--- config.mk ---
export PLATFORM = sky130hd
export DESIGN_NAME = genius_seq_play_flat
export DESIGN_NICKNAME = d
export VERILOG_FILES = /design/src/rtl/genius_pkg.sv /design/src/rtl/genius_seq_play_if.sv /design/src/rtl/genius_lfsr.sv /design/src/rtl/genius_seq_play.sv /design/src/flat_wrapper.sv
export SDC_FILE = /design/constraint.sdc
export NUM_CORES = 1
export LEC_CHECK = 0
export ABC_AREA = 0
export CORE_UTILIZATION = 50
export CTS_CLUSTER_DIAMETER = 80
export DETAILED_ROUTE_END_ITERATION = 10
export PLACE_DENSITY_LB_ADDON = 0.12
export SYNTH_ARGS = -nofsm -noshare
export SYNTH_HDL_FRONTEND = slang
export SYNTH_HIERARCHICAL = 1
export SYNTH_SLANG_ARGS = --single-unit
--- constraint.sdc ---
create_clock -name CLK -period 7.2 [get_ports CLK]
set_input_delay 0.72 -clock CLK [delete_from_list [all_inputs] [get_ports CLK]]
set_output_delay 0.72 -clock CLK [all_outputs]
set_load 0.05 [all_outputs]
--- src/rtl/genius_pkg.sv ---
// Shared types and constants for the Genius sequence store/playback datapath.
// Colour encoding, LFSR taps, FSM state codes and speed decoding live here.
package genius_pkg;

   typedef logic [1:0] color_t;
   typedef logic [1:0] state_t;

   localparam logic [7:0] SEED_DEF  = 8'hA5;
   // x^8+x^6+x^5+x^4+1 taps on register bits 7,5,4,3
   localparam logic [7:0] LFSR_TAPS = 8'hB8;

   localparam state_t S_IDLE = 2'd0;
   localparam state_t S_ON   = 2'd1;
   localparam state_t S_OFF  = 2'd2;
   localparam state_t S_FIN  = 2'd3;

   function automatic logic [3:0] color_led(input color_t c);
      return 4'b0001 << c;
   endfunction

   // ON duration multiplier in UNITs: 00 -> 4 (slowest), 11 -> 1 (fastest)
   function automatic logic [2:0] spd_mult(input logic [1:0] s);
      return 3'd4 - {1'b0, s};
   endfunction

endpackage

--- src/rtl/genius_seq_play_if.sv ---
// Command/status bundle between the game controller and the sequence player.
// The controller drives commands and the read address; the player returns status.
interface genius_seq_play_if #(
   parameter int unsigned DEPTH = 16
);
   import genius_pkg::*;

   localparam int unsigned AW = $clog2(DEPTH);

   logic [1:0]    setup;
   logic          ADD;
   logic          PLAY;
   logic          CLR;
   logic [AW-1:0] rd_idx;
   color_t        rd_color;
   logic [3:0]    leds;
   logic [AW:0]   len;
   logic          full;
   logic          busy;
   logic          done;

   modport master (
      output setup, ADD, PLAY, CLR, rd_idx,
      input  rd_color, leds, len, full, busy, done
   );

   modport slave (
      input  setup, ADD, PLAY, CLR, rd_idx,
      output rd_color, leds, len, full, busy, done
   );

endinterface

--- src/rtl/genius_lfsr.sv ---
// Free-running 8-bit Fibonacci LFSR; shared by the sequence player and the
// checker timeout logic. A non-zero seed keeps it off the all-zero lock state.
module genius_lfsr
   import genius_pkg::*;
#(
   parameter logic [7:0] SEED = SEED_DEF
) (
   input  logic       CLK,
   input  logic       R,
   output logic [7:0] q
);

   always_ff @(posedge CLK or negedge R) begin
      if (!R) begin
         q <= SEED;
      end else begin
         q <= {q[6:0], ^(q & LFSR_TAPS)};
      end
   end

endmodule

--- src/rtl/genius_seq_play.sv ---
// Sequence store and LED playback for the Genius game: appends random colours
// per round and replays them at the speed latched from setup at PLAY time.
module genius_seq_play
   import genius_pkg::*;
#(
   parameter int unsigned DEPTH = 16,
   parameter int unsigned UNIT  = 12_500_000,
   parameter logic [7:0]  SEED  = SEED_DEF
) (
   input  logic              CLK,
   input  logic              R,
   genius_seq_play_if.slave  bus
);

   localparam int unsigned AW = $clog2(DEPTH);
   localparam int unsigned TW = $clog2(4 * UNIT);

   localparam logic [TW-1:0] OFF_LOAD = TW'(UNIT - 1);

   logic [7:0]    lfsr;
   logic          unused_lfsr;
   color_t        mem [DEPTH];

   state_t        state_q, state_d;
   logic [AW:0]   len_q, len_d;
   logic [AW-1:0] idx_q, idx_d;
   logic [1:0]    spd_q, spd_d;
   logic [TW-1:0] tmr_q, tmr_d;

   logic          full;
   logic          add_ok;
   logic          last_entry;

   // Timer holds cycles-remaining-minus-one, so a zero means this is the last cycle
   function automatic logic [TW-1:0] on_load(input logic [1:0] s);
      return TW'(32'(spd_mult(s)) * UNIT - 32'd1);
   endfunction

   genius_lfsr #(
      .SEED (SEED)
   ) u_lfsr (
      .CLK (CLK),
      .R   (R),
      .q   (lfsr)
   );

   assign unused_lfsr = ^lfsr[7:2];

   assign full       = (len_q == (AW+1)'(DEPTH));
   assign add_ok     = bus.ADD && !bus.CLR && (state_q == S_IDLE) && !full;
   assign last_entry = (((AW+1)'(idx_q) + (AW+1)'(1)) == len_q);

   always_comb begin
      state_d = state_q;
      len_d   = len_q;
      idx_d   = idx_q;
      spd_d   = spd_q;
      tmr_d   = tmr_q;
      if (bus.CLR) begin
         state_d = S_IDLE;
         len_d   = '0;
      end else begin
         case (state_q)
            S_IDLE: begin
               // An ADD pulse always swallows a coincident PLAY
               if (bus.ADD) begin
                  if (!full) begin
                     len_d = len_q + (AW+1)'(1);
                  end
               end else if (bus.PLAY) begin
                  if (len_q != '0) begin
                     state_d = S_ON;
                     spd_d   = bus.setup;
                     idx_d   = '0;
                     tmr_d   = on_load(bus.setup);
                  end else begin
                     state_d = S_FIN;
                  end
               end
            end
            S_ON: begin
               if (tmr_q == '0) begin
                  state_d = S_OFF;
                  tmr_d   = OFF_LOAD;
               end else begin
                  tmr_d = tmr_q - TW'(1);
               end
            end
            S_OFF: begin
               if (tmr_q == '0) begin
                  if (last_entry) begin
                     state_d = S_FIN;
                  end else begin
                     state_d = S_ON;
                     idx_d   = idx_q + AW'(1);
                     tmr_d   = on_load(spd_q);
                  end
               end else begin
                  tmr_d = tmr_q - TW'(1);
               end
            end
            S_FIN: begin
               state_d = S_IDLE;
            end
            default: begin
               state_d = S_IDLE;
            end
         endcase
      end
   end

   always_ff @(posedge CLK or negedge R) begin
      if (!R) begin
         state_q <= S_IDLE;
         len_q   <= '0;
         idx_q   <= '0;
         spd_q   <= '0;
         tmr_q   <= '0;
      end else begin
         state_q <= state_d;
         len_q   <= len_d;
         idx_q   <= idx_d;
         spd_q   <= spd_d;
         tmr_q   <= tmr_d;
      end
   end

   // Contents survive reset and CLR; len alone marks which entries are valid
   always_ff @(posedge CLK) begin
      if (add_ok) begin
         mem[len_q[AW-1:0]] <= lfsr[1:0];
      end
   end

   assign bus.rd_color = mem[bus.rd_idx];
   assign bus.leds     = (state_q == S_ON) ? color_led(mem[idx_q]) : 4'b0000;
   assign bus.len      = len_q;
   assign bus.full     = full;
   assign bus.busy     = (state_q == S_ON) || (state_q == S_OFF);
   assign bus.done     = (state_q == S_FIN);

endmodule

--- src/flat_wrapper.sv ---
// flat-port wrapper written by rule: the top's interface ports become plain ports
module genius_seq_play_flat import genius_pkg::*;
#(
   parameter int unsigned DEPTH = 16,
   parameter int unsigned UNIT  = 12_500_000,
   parameter logic [7:0]  SEED  = SEED_DEF
)
  (CLK, R, bus_setup, bus_ADD, bus_PLAY, bus_CLR, bus_rd_idx, bus_rd_color, bus_leds, bus_len, bus_full, bus_busy, bus_done);
  genius_seq_play_if #(.DEPTH(DEPTH)) bus_i ();
  input  logic CLK;
  input  logic R;
  input wire logic [$bits(bus_i.setup)-1:0] bus_setup;
  input wire logic [$bits(bus_i.ADD)-1:0] bus_ADD;
  input wire logic [$bits(bus_i.PLAY)-1:0] bus_PLAY;
  input wire logic [$bits(bus_i.CLR)-1:0] bus_CLR;
  input wire logic [$bits(bus_i.rd_idx)-1:0] bus_rd_idx;
  output wire logic [$bits(bus_i.rd_color)-1:0] bus_rd_color;
  output wire logic [$bits(bus_i.leds)-1:0] bus_leds;
  output wire logic [$bits(bus_i.len)-1:0] bus_len;
  output wire logic [$bits(bus_i.full)-1:0] bus_full;
  output wire logic [$bits(bus_i.busy)-1:0] bus_busy;
  output wire logic [$bits(bus_i.done)-1:0] bus_done;
  assign bus_i.setup = bus_setup;
  assign bus_i.ADD = bus_ADD;
  assign bus_i.PLAY = bus_PLAY;
  assign bus_i.CLR = bus_CLR;
  assign bus_i.rd_idx = bus_rd_idx;
  assign bus_rd_color = bus_i.rd_color;
  assign bus_leds = bus_i.leds;
  assign bus_len = bus_i.len;
  assign bus_full = bus_i.full;
  assign bus_busy = bus_i.busy;
  assign bus_done = bus_i.done;
  genius_seq_play #(.DEPTH(DEPTH), .UNIT(UNIT), .SEED(SEED)) u_core (.CLK(CLK), .R(R), .bus(bus_i));
endmodule
==> results by group, run 1 <==
Route
  • Vias/cell: roughly 6
  • Remaining routing DRC violations: 0
  • DRT Wirelength: 13500 microns
  • Routed wire length per instance: 18.6 microns
  • Vias: 4489
  • Detail Route Antenna Nets: 0
  • Number of detailed-routing iterations run before antenna repair: 5
  • Count of routing violations after the opening detailed-route iteration: 390

Clocking
  • Number of clock buffers inserted by TritonCTS: 9
  • Clock insertion delay at the later pin of the skew report: 360 ps
  • Clock Tree Root: sky130_fd_sc_hd__clkbuf_8
  • H-tree levels: 3
  • CTS tree: yes
  • CTS clk-pin slew, worst paths: approximately 80 ps
  • CTS Sinks: roughly 80
  • Buffer levels on the longest clock path: 2
  • Number of setup buffers added after CTS: 0
  • Number of buffers inserted by hold repair at cts: 0
  • Post-cts gate resize count: 0

Setup path
  • Chain of cells forming the critical path: clkdlybuf4s50_1, mux4_2, mux4_2, clkdlybuf4s50_1
  • Worst reg-to-reg setup slack: 3490 ps
  • Worst setup EP type: output pin
  • Signal arrival time at the worst endpoint: approximately 3300 ps
  • Cell with the largest stage delay on the worst path: sky130_fd_sc_hd__clkdlybuf4s50_1
  • Longest individual stage delay on the worst path: around 790 ps
  • Largest fanout on the critical path: 8
  • Critical Path RT: 6480 ps
  • CP Class: in2out
  • CP Launch Type: input pin

STA
  • Number of setup violations in the final report: 0
  • RSZ-0062 raised after global routing: no
  • Max Freq: 251 MHz
  • Max Slew Vio Count: 0
  • Worst-margin pin slew: 1110 ps
  • Post-layout minimum cycle time: 3990 ps
  • Clock skew: 11.1 ps
  • Fin Setup TNS: 0 ps
  • Relative max-transition margin: 25.2%
  • Number of hold-slack violations in the final timing report: 0
  • Final period utilization: 55.3%

Global routing
  • Wire length of the first global-routing pass: 22700 microns
  • Via count of the first global-routing pass: 4421
  • Number of antenna violations at the first check in global routing: 0
  • Tot GR Track Use: 25.7%
  • Largest net degree at the start of global routing: 48
  • Aggregate global routing overflow: 0

Synth
  • Count of flip-flops with a built-in enable after synthesis: 32
  • Syn Area/Cell: 9.63 sq um
  • Post-synthesis cell type count: 69
  • Sequential area share after synthesis: 38.6%
  • Netlist Area Pre-Place: about 5500 sq um
  • Post-synth top area cell: sky130_fd_sc_hd__dfrtp_1
  • Area fraction of the dominant cell type after synthesis: 19.4%
  • Count of yosys warnings during synthesis: 6
  • Count of mapped cells out of synthesis: 576
  • Post-synth net total: 625
  • Proportion of synthesized flip-flops having asynchronous set or reset: about three fifths
  • Ys flop type: sky130_fd_sc_hd__dfrtp_1
  • Flip-flop and latch count after synthesis: 79
  • Leading post-synthesis cells by cell area: sky130_fd_sc_hd__dfrtp_1, sky130_fd_sc_hd__edfxtp_1, sky130_fd_sc_hd__ha_1

Place
  • Final estimated routing congestion in global placement: 0.871
  • Number of input and output port buffers inserted: 24
  • Placed Instance Area: roughly 5800 sq um
  • HPWL Detailed: 9720 microns
  • Number of cells after detailed placement: 710

Final layout
  • Design Area, Final: between 6000 and 7000 sq um
  • Final non-filler cell total: approximately 730
  • Core Util, Final: 55.6%
  • Number of nets in the layout: 630
  • P&R area growth vs syn: 8.78%
  • Fraction of layout cells with a size suffix above 1: under 10%
  • Ant diodes: 0

Pwr
  • Internal power consumption: 1.13 mW
  • Clock network fraction of design power: 17.4%
  • Cell leakage power: 2.30 nW
  • Psw: 0.963 mW
  • Worst VDD drop: 0.281 mV
  • Portion of total power attributed to combinational logic: 50.1%
  • PwrDens: 347 nW/um^2
  • Switching Share: between 40% and 50%
  • Total power draw: 2.09 mW
  • Register share of total power: ~33%

Outcome
  • Run status: completed

Die
  • DIE HEIGHT: 107 microns
  • IO Count: 25
  • Area of the die: 11500 sq um
  • Horizontal die dimension: roughly 110 microns
  • Floorplan row count: 38
  • Initial Utilization: 51.2%
  • Core region area: 10800 sq um

Job
  • Count of maximum capacitance violations: 0

Worst hold path
  • Worst hold path type: reg2reg
routing by layer:
layer | share of wire [%] | track usage, % | vias to the layer above
li1 | - | - | 2120
met3 | 4.4 | 4.78 | 26
met5 | 0 | 0 | -
met1 | 45 | 33.9 | 2203
met4 | 2.3 | 9.39 | 0
met2 | 49 | 42.1 | 140
registers in the layout, summed over array words and instances (netlist names):
signal and count:
u_core/idx_q 4, u_core/mem 32, u_core/u_lfsr/q 8, u_core/tmr_q 26, u_core/bus.len 5, u_core/state_q 2, u_core/spd_q 2
metrics by stage:
step | setup slack, ps | hold WS, ps
finish | 3210 | 363
global route | 2990 | 380
CTS | 3180 | 367
detailed placement | 3180 | 342
global placement | 3230 | 335
floorplan | 4160 | 333
power by group through the flow:
stage | logic [mW] | clock network [mW] | registers [mW]
finish | 1.05 | 0.363 | 0.680
CTS | 1.04 | 0.370 | 0.678
floorplan | 0.820 | 0 | 0.645
global placement | 1.02 | 0 | 0.683
global route | 1.15 | 0.392 | 0.698
detailed placement | 1.03 | 0 | 0.687
placed cells by master, fill, tap and decap left out, drive strengths merged, types with 10 or more instances in the layout:
cell type      synthesis  layout
a31oi                 17      17
nand2b                10      10
mux2i                 10      10
dfrtp                 43      43
nor3                  20      20
o21ai                 44      44
a21oi                 31      31
xnor2                 22      22
edfxtp                32      32
xor2                  17      17
inv                   28      32
nor2                  54      54
mux4                  14      14
nand2                 49      49
ha                    38      38
clkdlybuf4s50          0      23
logic make-up after synthesis:
| group | Yosys count | synth area share [%] |
|---|---|---|
| and+or+nand+nor | 187 | 16.9 |
| AOI/OAI and AO/OA | 150 | 17.7 |
| DFF | 79 | 38.6 |
| buffers and inverters | 59 | 4.53 |
| xor gates and xnor gates | 39 | 6.16 |
| adders and majority gates | 38 | 8.57 |
| muxes | 24 | 7.49 |
synth_stat cells (all sizes together) (10+ instances only):
cell / count
o21ai: 44
nor2: 54
ha: 38
buf: 14
dfrtp: 43
xnor2: 22
a21oi: 31
inv: 28
nor3: 20
mux2i: 10
xor2: 17
edfxtp: 32
clkbuf: 17
nand2: 49
nand2b: 10
mux4: 14
a31oi: 17
area by class of cell:
type | instances | area [sq um]
Fill cell | 977 | 4810
Multi-Input combinational cell | 438 | 3160
Timing Repair Buffer | 25 | 243
Inverter | 28 | 105
Tap cell | 140 | 175
Clock inverter | 7 | 87.6
Clock buffer | 9 | 124
Sequential cell | 79 | 2140
critical path: cells and delay by family:
family | cells | cell delay (ps)
buf+inv | 2 | 1500
mux | 2 | 1040
worst paths after layout:
path / startpoint / to / cells past startpoint
worst max-delay path: bus_rd_idx[0] / bus_rd_color[0] / 4
worst min-delay path: u_core/u_lfsr/q[6] / u_core/u_lfsr/q[7] / 0
worst max register to register: u_core/state_q[0] / u_core/tmr_q[3] / 8
worst min register to register: u_core/u_lfsr/q[6] / u_core/u_lfsr/q[7] / 0
max in group asynchronous: R / u_core/idx_q[1] / 2
min in group asynchronous: R / u_core/u_lfsr/q[3] / 2
Power figures use the tool's default switching activity.
==> run 2: changes to the inputs <==
==> constraint.sdc (replaced) <==
create_clock -name CLK -period 3.8 [get_ports CLK]
set_input_delay 0.38 -clock CLK [delete_from_list [all_inputs] [get_ports CLK]]
set_output_delay 0.38 -clock CLK [all_outputs]
set_load 0.05 [all_outputs]
==> results by group, run 2 (synthesized netlist as in run 1, its figures left out) <==
Route
  • Count of routing violations after the opening detailed-route iteration: 344 (was 390)
  • DRT Wirelength: 13700 microns (was 13500 microns)
  • Vias/cell: 6.19 (was 6.18)
  • Routed wire length per instance: 18.7 microns (was 18.6 microns)
  • Number of detailed-routing iterations run before antenna repair: 5 (unchanged)
  • Remaining routing DRC violations: 0 (unchanged)
  • Vias: 4532 (was 4489)
  • Detail Route Antenna Nets: 0 (unchanged)

Place
  • Placed Instance Area: 5860 sq um (was 5820 sq um)
  • Number of input and output port buffers inserted: 24 (unchanged)
  • Post-placement setup slack: 378 ps (was 3180 ps)
  • Number of cells after detailed placement: 716 (was 710)
  • HPWL Detailed: 9970 microns (was 9720 microns)
  • Final estimated routing congestion in global placement: 0.937 (was 0.871)

Global routing
  • Largest net degree at the start of global routing: 48 (unchanged)
  • Tot GR Track Use: 25.4% (was 25.7%)
  • Wire length of the first global-routing pass: 22400 microns (was 22700 microns)
  • Via count of the first global-routing pass: 4424 (was 4421)
  • Number of antenna violations at the first check in global routing: 0 (unchanged)
  • Aggregate global routing overflow: 0 (unchanged)

Clocking
  • Number of buffers inserted by hold repair at cts: 0 (unchanged)
  • CTS tree: yes (unchanged)
  • Buffer levels on the longest clock path: 2 (unchanged)
  • Number of setup buffers added after CTS: 0 (unchanged)
  • H-tree levels: 3 (unchanged)
  • CTS clk-pin slew, worst paths: 100 ps (was 80 ps)
  • Clock Tree Root: sky130_fd_sc_hd__clkbuf_8 (unchanged)
  • Number of clock buffers inserted by TritonCTS: 9 (unchanged)
  • CTS Sinks: 79 (unchanged)
  • Clock insertion delay at the later pin of the skew report: 370 ps (was 360 ps)

Setup path
  • Critical Path RT: 3420 ps (was 6480 ps)
  • Chain of cells forming the critical path: mux2i_1, a221oi_1, o21ai_0, nand2_1, nand2_1, a21oi_1, clkdlybuf4s50_1 (was clkdlybuf4s50_1, mux4_2, mux4_2, clkdlybuf4s50_1)
  • Start point of the critical path: u_core/idx_q[0] (was bus_rd_idx[0])
  • Cell with the largest stage delay on the worst path: sky130_fd_sc_hd__clkdlybuf4s50_1 (unchanged)
  • CP Class: reg2out (was in2out)
  • Reg-to-reg critical path startpoint: u_core/spd_q[0] (was u_core/state_q[0])
  • Longest individual stage delay on the worst path: 810 ps (was 790 ps)
  • End of the worst register-to-register path: u_core/tmr_q[22] (was u_core/tmr_q[3])
  • Worst setup EP type: output pin (unchanged)
  • CP Launch Type: register (was input pin)
  • Count of cells along the worst register-to-register path: 11 (was 8)
  • Largest fanout on the critical path: 19 (was 8)
  • Dominant cell type by count on the critical path: sky130_fd_sc_hd__nand2_1
  • Worst reg-to-reg setup slack: 590 ps (was 3490 ps)
  • Signal arrival time at the worst endpoint: 2970 ps (was 3270 ps)

Die
  • Horizontal die dimension: 107 microns (unchanged)
  • DIE HEIGHT: 107 microns (unchanged)
  • Initial Utilization: 51.2% (unchanged)
  • Area of the die: 11500 sq um (unchanged)
  • Floorplan row count: 38 (unchanged)
  • Core region area: 10800 sq um (unchanged)
  • IO Count: 25 (unchanged)

Final layout
  • Fraction of layout cells with a size suffix above 1: 9.46% (was 8.53%)
  • Core Util, Final: 55.9% (was 55.6%)
  • Number of flip-flops under the largest register name: 32 (unchanged)
  • Leading cell type in the layout, fill and taps excluded: sky130_fd_sc_hd__nor2_1 (unchanged)
  • Ant diodes: 0 (unchanged)
  • Number of nets in the layout: 636 (was 630)
  • Design Area, Final: 6060 sq um (was 6030 sq um)
  • Top library cells by usage in the layout, fill and taps aside: sky130_fd_sc_hd__nor2_1, sky130_fd_sc_hd__nand2_1, sky130_fd_sc_hd__o21ai_0 (was sky130_fd_sc_hd__nor2_1, sky130_fd_sc_hd__nand2_1, sky130_fd_sc_hd__o21ai_0, sky130_fd_sc_hd__dfrtp_1, sky130_fd_sc_hd__ha_1)
  • Final non-filler cell total: 732 (was 726)
  • P&R area growth vs syn: 9.32% (was 8.78%)

Outcome
  • Run status: completed (unchanged)

STA
  • Max Freq: 298 MHz
  • Worst hold slack after final layout: 104 ps (was 363 ps)
  • Number of hold-slack violations in the final timing report: 0 (unchanged)
  • Relative max-transition margin: 25.1% (was 25.2%)
  • Clock skew: 14.4 ps (was 11.1 ps)
  • Post-layout minimum cycle time: ~3400 ps
  • Max Slew Vio Count: 0 (unchanged)
  • Smallest setup slack after layout: 447 ps (was 3210 ps)
  • Number of setup violations in the final report: 0 (unchanged)
  • RSZ-0062 raised after global routing: no (unchanged)
  • Final period utilization: 88.2%
  • Fin Setup TNS: 0 ps (unchanged)
  • Worst-margin pin slew: 1120 ps (was 1110 ps)

Pwr
  • Total power draw: 3.97 mW (was 2.09 mW)
  • Worst VDD drop: 0.519 mV (was 0.281 mV)
  • PwrDens: 654 nW/um^2 (was 347 nW/um^2)
  • Cell leakage power: 2.33 nW (was 2.30 nW)

Worst hold path
  • Worst hold path type: in2async (was reg2reg)

Job
  • Count of maximum capacitance violations: 0 (unchanged)
## run 2: changes by cell type in the layout (fill, tap and decap cells not counted)
cell / previous run / this run
sky130_fd_sc_hd__inv_6: 2 / 4
sky130_fd_sc_hd__dfrtp_2: 0 / 1
sky130_fd_sc_hd__clkinv_2: 0 / 2
sky130_fd_sc_hd__clkinv_4: 2 / 0
sky130_fd_sc_hd__buf_4: 1 / 7
sky130_fd_sc_hd__a21boi_2: 1 / 0
sky130_fd_sc_hd__dfrtp_1: 43 / 42
sky130_fd_sc_hd__inv_8: 2 / 0
sky130_fd_sc_hd__a21boi_1: 0 / 1
## run 2: worst max-delay path by stage
stage	endpoint	depth (start not counted)	slack [ps]
floorplan	u_core/tmr_q[22]	12	960
global placement	bus_rd_color[0]	4	510
detailed placement	u_core/tmr_q[22]	12	380
CTS	bus_leds[3]	7	130
global route	bus_leds[3]	7	260
finish	bus_leds[3]	7	450
## run 2: what timing repair did
item	CTS	global route
resized for setup	0	1
setup endpoints to repair	0	2
endpoints found under the hold margin	0	0
## run 2: cell type report
class                           instances  area (sq um)
Tap cell                              140           175
Sequential cell                        79          2140
Timing Repair Buffer                   31           288
Inverter                               28           105
Multi-Input combinational cell        438          3150
Clock inverter                          7          75.1
Fill cell                             999          4780
Clock buffer                            9           124
## run 2: power breakdown
| group | leakage (nW) | internal (mW) | switching (mW) |
|---|---|---|---|
| clock network | 0.105 | 0.311 | 0.353 |
| registers | 0.889 | 1.04 | 0.250 |
| logic | 1.33 | 0.799 | 1.21 |
## run 2: worst max-delay path, delay by kind of cell, from the launching register on
kind                   cells  cell delay [ps]
AND/OR/NAND/NOR            2              170
AO/OA/AOI/OAI              3              740
flip-flops                 1              690
buffers and inverters      1              810
multiplexers               1              190
## run 2: layer usage
| layer | wire length (microns) | global-route usage (%) | vias to the layer above |
|---|---|---|---|
| li1 | - | - | 2129 |
| met1 | 6000 | 32.4 | 2208 |
| met2 | 6460 | 41.3 | 153 |
| met3 | 693 | 4.84 | 42 |
| met4 | 514 | 12.4 | 0 |
| met5 | 0 | 0 | - |
